[src/rtl/debug_pkg.sv]
// Shared definitions for the debug dump path: frame states, frame delimiters and frame length.
package debug_pkg;

  typedef enum logic [3:0] {
    StIdle,
    StHeader,
    StPc,
    StCyc,
    StRegRd,
    StRegLat,
    StRegSend,
    StTrailer,
    StDone
  } dump_state_e;

  localparam logic [7:0]  FrameHdr = 8'hA5;
  localparam logic [7:0]  FrameTrl = 8'h5A;
  localparam int unsigned DefLen   = 32;
  localparam int unsigned DefNregs = 32;

  // Header + PC + CYCLES + registers + trailer, in bytes.
  function automatic int unsigned frame_len(input int unsigned len, input int unsigned nregs);
    return 2 + (2 + nregs) * (len / 8);
  endfunction

  localparam int unsigned FrameLen = frame_len(DefLen, DefNregs);

endpackage

[src/rtl/debug_dump_tx_if.sv]
// Byte stream handshake from the dump engine to the UART transmitter.
interface debug_dump_tx_if;
  logic [7:0] tx_data;
  logic       tx_valid;
  logic       tx_ready;

  modport master (output tx_data, output tx_valid, input tx_ready);
  modport slave  (input tx_data, input tx_valid, output tx_ready);
endinterface

[src/rtl/byte_serializer.sv]
// Holds one word and exposes it a byte at a time, least significant byte first.
module byte_serializer #(
  parameter int unsigned Len = 32
) (
  input  logic           clk_i,
  input  logic           rst_ni,
  input  logic           load_i,
  input  logic [Len-1:0] word_i,
  input  logic           shift_i,
  output logic [7:0]     byte_o
);

  logic [Len-1:0] sh_q, sh_d;

  always_comb begin
    sh_d = sh_q;
    if (load_i) begin
      sh_d = word_i;
    end else if (shift_i) begin
      sh_d = sh_q >> 8;
    end
  end

  always_ff @(posedge clk_i or negedge rst_ni) begin
    if (!rst_ni) begin
      sh_q <= '0;
    end else begin
      sh_q <= sh_d;
    end
  end

  assign byte_o = sh_q[7:0];

endmodule

[src/rtl/debug_dump_tx.sv]
// On halt, snapshots PC and cycle count, walks the register file and streams a framed byte dump.
module debug_dump_tx import debug_pkg::*; #(
  parameter int unsigned LEN   = DefLen,
  parameter int unsigned NREGS = DefNregs,
  parameter logic [7:0]  HDR   = FrameHdr,
  parameter logic [7:0]  TRL   = FrameTrl,
  localparam int unsigned Bytes = LEN / 8,
  localparam int unsigned AW    = (NREGS > 1) ? $clog2(NREGS) : 1,
  localparam int unsigned BW    = (Bytes > 1) ? $clog2(Bytes) : 1
) (
  input  logic                clk,
  input  logic                reset,
  input  logic                halt,
  input  logic [LEN-1:0]      pc,
  input  logic [LEN-1:0]      cycles,
  output logic [AW-1:0]       rf_addr,
  input  logic [LEN-1:0]      rf_data,
  debug_dump_tx_if.master     tx,
  output logic                busy,
  output logic                done
);

  dump_state_e    state_q, state_d;
  logic           armed_q, armed_d;
  logic [LEN-1:0] pc_q, pc_d;
  logic [LEN-1:0] cyc_q, cyc_d;
  logic [AW-1:0]  reg_idx_q, reg_idx_d;
  logic [BW-1:0]  byte_idx_q, byte_idx_d;
  logic           tx_valid_q, tx_valid_d;
  logic           busy_q, busy_d;
  logic           done_q, done_d;

  logic           ser_load, ser_shift, xfer, last_byte;
  logic [LEN-1:0] ser_word;
  logic [7:0]     ser_byte;

  byte_serializer #(
    .Len (LEN)
  ) u_ser (
    .clk_i   (clk),
    .rst_ni  (reset),
    .load_i  (ser_load),
    .word_i  (ser_word),
    .shift_i (ser_shift),
    .byte_o  (ser_byte)
  );

  assign xfer      = tx_valid_q & tx.tx_ready;
  assign last_byte = (byte_idx_q == BW'(Bytes - 1));

  always_comb begin
    state_d    = state_q;
    armed_d    = armed_q | ~halt;
    pc_d       = pc_q;
    cyc_d      = cyc_q;
    reg_idx_d  = reg_idx_q;
    byte_idx_d = byte_idx_q;
    tx_valid_d = tx_valid_q;
    busy_d     = busy_q;
    done_d     = 1'b0;
    ser_load   = 1'b0;
    ser_shift  = 1'b0;
    ser_word   = rf_data;

    // Common byte stepping inside a multi-byte field.
    if (xfer && !last_byte &&
        (state_q == StPc || state_q == StCyc || state_q == StRegSend)) begin
      ser_shift  = 1'b1;
      byte_idx_d = byte_idx_q + 1'b1;
    end

    unique case (state_q)
      StIdle: begin
        if (halt && armed_q) begin
          pc_d      = pc;
          cyc_d     = cycles;
          armed_d   = 1'b0;
          busy_d    = 1'b1;
          reg_idx_d = '0;
          state_d   = StHeader;
        end
      end
      StHeader: begin
        if (!tx_valid_q) begin
          tx_valid_d = 1'b1;
        end else if (xfer) begin
          ser_load   = 1'b1;
          ser_word   = pc_q;
          byte_idx_d = '0;
          state_d    = StPc;
        end
      end
      StPc: begin
        if (xfer && last_byte) begin
          ser_load   = 1'b1;
          ser_word   = cyc_q;
          byte_idx_d = '0;
          state_d    = StCyc;
        end
      end
      StCyc: begin
        if (xfer && last_byte) begin
          byte_idx_d = '0;
          tx_valid_d = 1'b0;
          reg_idx_d  = '0;
          state_d    = StRegRd;
        end
      end
      StRegRd: state_d = StRegLat;
      StRegLat: begin
        ser_load   = 1'b1;
        tx_valid_d = 1'b1;
        state_d    = StRegSend;
      end
      StRegSend: begin
        if (xfer && last_byte) begin
          byte_idx_d = '0;
          if (reg_idx_q == AW'(NREGS - 1)) begin
            state_d = StTrailer;
          end else begin
            reg_idx_d  = reg_idx_q + 1'b1;
            tx_valid_d = 1'b0;
            state_d    = StRegRd;
          end
        end
      end
      StTrailer: begin
        if (xfer) begin
          tx_valid_d = 1'b0;
          busy_d     = 1'b0;
          done_d     = 1'b1;
          state_d    = StDone;
        end
      end
      StDone: begin
        reg_idx_d = '0;
        state_d   = StIdle;
      end
      default: state_d = StIdle;
    endcase
  end

  always_ff @(posedge clk or negedge reset) begin
    if (!reset) begin
      state_q    <= StIdle;
      armed_q    <= 1'b1;
      pc_q       <= '0;
      cyc_q      <= '0;
      reg_idx_q  <= '0;
      byte_idx_q <= '0;
      tx_valid_q <= 1'b0;
      busy_q     <= 1'b0;
      done_q     <= 1'b0;
    end else begin
      state_q    <= state_d;
      armed_q    <= armed_d;
      pc_q       <= pc_d;
      cyc_q      <= cyc_d;
      reg_idx_q  <= reg_idx_d;
      byte_idx_q <= byte_idx_d;
      tx_valid_q <= tx_valid_d;
      busy_q     <= busy_d;
      done_q     <= done_d;
    end
  end

  always_comb begin
    tx.tx_data = 8'h00;
    if (tx_valid_q) begin
      unique case (state_q)
        StHeader:  tx.tx_data = HDR;
        StTrailer: tx.tx_data = TRL;
        default:   tx.tx_data = ser_byte;
      endcase
    end
  end

  assign tx.tx_valid = tx_valid_q;
  assign rf_addr     = reg_idx_q;
  assign busy        = busy_q;
  assign done        = done_q;

endmodule

[src/flat_wrapper.sv]
// flat-port wrapper written by rule: the top's interface ports become plain ports
module debug_dump_tx_flat import debug_pkg::*;
#(
  parameter int unsigned LEN   = DefLen,
  parameter int unsigned NREGS = DefNregs,
  parameter logic [7:0]  HDR   = FrameHdr,
  parameter logic [7:0]  TRL   = FrameTrl,
  localparam int unsigned Bytes = LEN / 8,
  localparam int unsigned AW    = (NREGS > 1) ? $clog2(NREGS) : 1,
  localparam int unsigned BW    = (Bytes > 1) ? $clog2(Bytes) : 1
)
  (clk, reset, halt, pc, cycles, rf_addr, rf_data, busy, done, tx_tx_data, tx_tx_valid, tx_tx_ready);
  debug_dump_tx_if tx_i ();
  input  logic clk;
  input  logic reset;
  input  logic halt;
  input  logic [LEN-1:0] pc;
  input  logic [LEN-1:0] cycles;
  output logic [AW-1:0] rf_addr;
  input  logic [LEN-1:0] rf_data;
  output logic busy;
  output logic done;
  output wire logic [$bits(tx_i.tx_data)-1:0] tx_tx_data;
  output wire logic [$bits(tx_i.tx_valid)-1:0] tx_tx_valid;
  input wire logic [$bits(tx_i.tx_ready)-1:0] tx_tx_ready;
  assign tx_tx_data = tx_i.tx_data;
  assign tx_tx_valid = tx_i.tx_valid;
  assign tx_i.tx_ready = tx_tx_ready;
  debug_dump_tx #(.LEN(LEN), .NREGS(NREGS), .HDR(HDR), .TRL(TRL)) u_core (.clk(clk), .reset(reset), .halt(halt), .pc(pc), .cycles(cycles), .rf_addr(rf_addr), .rf_data(rf_data), .tx(tx_i), .busy(busy), .done(done));
endmodule
[config.mk]
export PLATFORM = sky130hd
export DESIGN_NAME = debug_dump_tx_flat
export DESIGN_NICKNAME = d
export VERILOG_FILES = /design/src/rtl/debug_pkg.sv /design/src/rtl/debug_dump_tx_if.sv /design/src/rtl/byte_serializer.sv /design/src/rtl/debug_dump_tx.sv /design/src/flat_wrapper.sv
export SDC_FILE = /design/constraint.sdc
export NUM_CORES = 1
export LEC_CHECK = 0
export ABC_AREA = 1
export CAP_MARGIN = 25
export CORE_MARGIN = 4
export CORE_UTILIZATION = 45
export CTS_CLUSTER_SIZE = 30
export DETAILED_ROUTE_END_ITERATION = 8
export PLACE_DENSITY_LB_ADDON = 0.08
export SYNTH_ARGS = -nofsm -noshare
export SYNTH_HDL_FRONTEND = slang
export SYNTH_SLANG_ARGS = --single-unit
[constraint.sdc]
create_clock -name clk -period 3 [get_ports clk]
set_input_delay 0.6 -clock clk [delete_from_list [all_inputs] [get_ports clk]]
set_output_delay 0.6 -clock clk [all_outputs]
set_load 0.02 [all_outputs]
==> metrics.yaml <==
clock_tree:
  cts_tree: "done"
  cts_sinks: 111
  post_cts_buffers: 0
  cts_buffers: 9
  insertion_delay_ns: 0.35
  cts_resized: 0
  htree_levels: 3
  cts.clk_slew.worst_paths_ns: 0.07
  root_buffer: "clkbuf_16"
  clock_path_buffers: 2
  holdBufCountCts: 0
power:
  ir_drop_uv: 461.9
  powerDensity_mw_per_mm2: 862.6
  finalPower_mw: 6.669
  leakage_nw: 3.746
logic_synthesis:
  ys_ff_latch: 111
  yosysMostFrequentCell: "nand2_1"
  synth_top_area_frac: 0.4476
  synthArstFlopShare: 1.000
  synthCells: 856
  netlist_top_cells_count: "nand2_1 (365), nand3_1 (112), dfrtp_1 (110)"
  synth_edf_count: 0
  syn_avg_cell_area_um2: 7.184
  yosysUniqueCellTypes: 26
  yosys.area.top_type: "dfrtp_1"
  yosys-top-cells-area: "dfrtp_1 (45%), nand2_1 (22%), nand3_1 (9.1%)"
  yosysSeqAreaShare: 0.4519
  mappedNetlistNets: 959
  synth_area_mm2: 0.006150
  yosys_warnings: 0
  synthFlopType: "dfrtp_1"
timing:
  slew_headroom: 0.3259
  report.final.slew_viol_count: 0
  hold_violations: 0
  worstMarginPinSlew_ns: 1.007
  grt_setup_unrepaired: "false"
  worst_slack_ns: 0.2288
  fmax_ghz: 0.3609
  finalSetupTns_ns: 0
  min_period_ns: 2.771
  fin_skew_ns: 0.005241
  period_share: 0.9237
  setup_viol: 0
job:
  maxCapViolCount: 0
setup_path:
  crit_chain: "inv_1 -> nand2_1 -> nor2_1 -> inv_1 -> nand2_1 -> a21oi_1 -> clkdlybuf4s50_1"
  slowest_delay_ns: 0.62
  critPathKind: "flop to primary output"
  arrival_ns: 2.17
  worstSetupEndpointType: "primary output"
  slowest_stage: "clkdlybuf4s50_1"
  start_kind: "flop"
  worstPathRequired_ns: 2.40
  path_max_fanout: 11
min_path:
  hold_path_class: "primary input to async pin"
die:
  die-area_mm2: 0.01560
  die_w_um: 124.9
  initial_core_util: 0.4625
  core_area_mm2: 0.01330
  die_h_um: 124.9
  ios: 116
  rows: 42
route:
  drt_wl_total_um: 15900
  drt-vias-per-instance: 5.108
  ant_nets: 0
  drcViolationCount: 0
  via_count: 5772
  drt_iter0_markers: 503
  wl_per_cell_um: 14.07
  dr.pass1.iters: 5
global_route:
  first_global_vias: 5570
  grt_util_all_layers: 0.2079
  antenna_found_initial: 0
  grt_max_degree: 74
  grt_pass1_wl_um: 26940
  grt_overflow: 0
run_status:
  outcome: "complete, no violations"
layout:
  drive_gt1_frac: 0.07757
  layout.nets: 1052
  area_growth_pct: 25.72
  n_antenna_cell: 0
  design_area_mm2: 0.007731
placed_design:
  gp_congestion: 0.8790
  port_buffers: 115
  placed_area_mm2: 0.007436
  place_hpwl_um: 11600
  pre_cts_ws_ns: 0.1113
==> area by class of cell <==
class	count	area, um^2
Fill cell	1275	5564
Multi-Input combinational cell	631	2903
Sequential cell	111	2779
Timing Repair Buffer	130	1286
Clock buffer	12	266.5
Inverter	66	247.7
Tap cell	176	220.2
Clock inverter	4	28.78
==> cell usage in the layout (no fill, tap or decap), drive strengths merged <==
cell type	n
clkinvlp	2
o22ai	1
clkbuf	12
dfstp	1
nand2	367
clkinv	4
a21oi	9
buf	16
dfrtp	110
xor2	2
o21ai	84
nand4	2
ha	3
mux2	24
clkdlybuf4s50	114
and3	1
nor2	24
inv	64
o21bai	1
nand3	113
==> state kept, by name, indices dropped and copies added, names as in the netlist <==
signal              count
u_core.cyc_q           32
u_core.pc_q            32
u_core.u_ser.sh_q      32
u_core.rf_addr          5
u_core.state_q          4
u_core.byte_idx_q       2
u_core.armed_q          1
u_core.busy             1
u_core.done             1
u_core.tx.tx_valid      1
==> stage by stage <==
| step | utilization | cells | hold slack [ns] |
|---|---|---|---|
| floorplan | - | 856 | 0.3044 |
| global placement | 0.5593 | 1114 | 0.4551 |
| detailed placement | 0.5593 | 1114 | 0.4587 |
| CTS | 0.5815 | 1130 | 0.09433 |
| global route | 0.5815 | 1130 | 0.1013 |
| finish | 0.5815 | 1130 | 0.09865 |
==> power breakdown <==
part	switching, mW	internal [mW]
Combinational	1.83	1.17
Sequential	0.324	2.16
Clock	0.551	0.632
Total	2.71	3.96
==> cell families after synthesis <==
group,Yosys count,synth area share
and+or+nand+nor,507,0.3377
buffers and inverters,114,0.07772
DFF,111,0.4519
AOI/OAI and AO/OA,95,0.07976
muxes,24,0.04395
adders and majority gates,3,0.006104
xor gates and xnor gates,2,0.002849
==> path summary, 6_finish.rpt <==
path	to	from	depth (start not counted)	slack, ns
setup / recovery	tx_tx_data[2]	u_core.state_q[3]	7	0.23
hold / removal	u_core.cyc_q[10]	reset	1	0.1
setup reg to reg	u_core.u_ser.sh_q[2]	u_core.byte_idx_q[0]	6	0.64
hold reg to reg	u_core.u_ser.sh_q[25]	u_core.u_ser.sh_q[25]	2	0.48
max in group asynchronous	u_core.armed_q	reset	2	2.15
min in group clk	u_core.u_ser.sh_q[25]	u_core.u_ser.sh_q[25]	2	0.48
==> critical path: cells and delay by family, from the launching register on <==
family	cells	cell delay, ns
and+or+nand+nor	3	0.24
AOI/OAI and AO/OA	1	0.14
DFF	1	0.43
buffers and inverters	3	1.00
==> metal layers <==
metal  global-route usage  share of wire
met5                    0              0
met4              0.05612          0.016
met3              0.03945          0.052
met2               0.3365           0.46
met1               0.2887           0.47
Power figures use the tool's default switching activity.
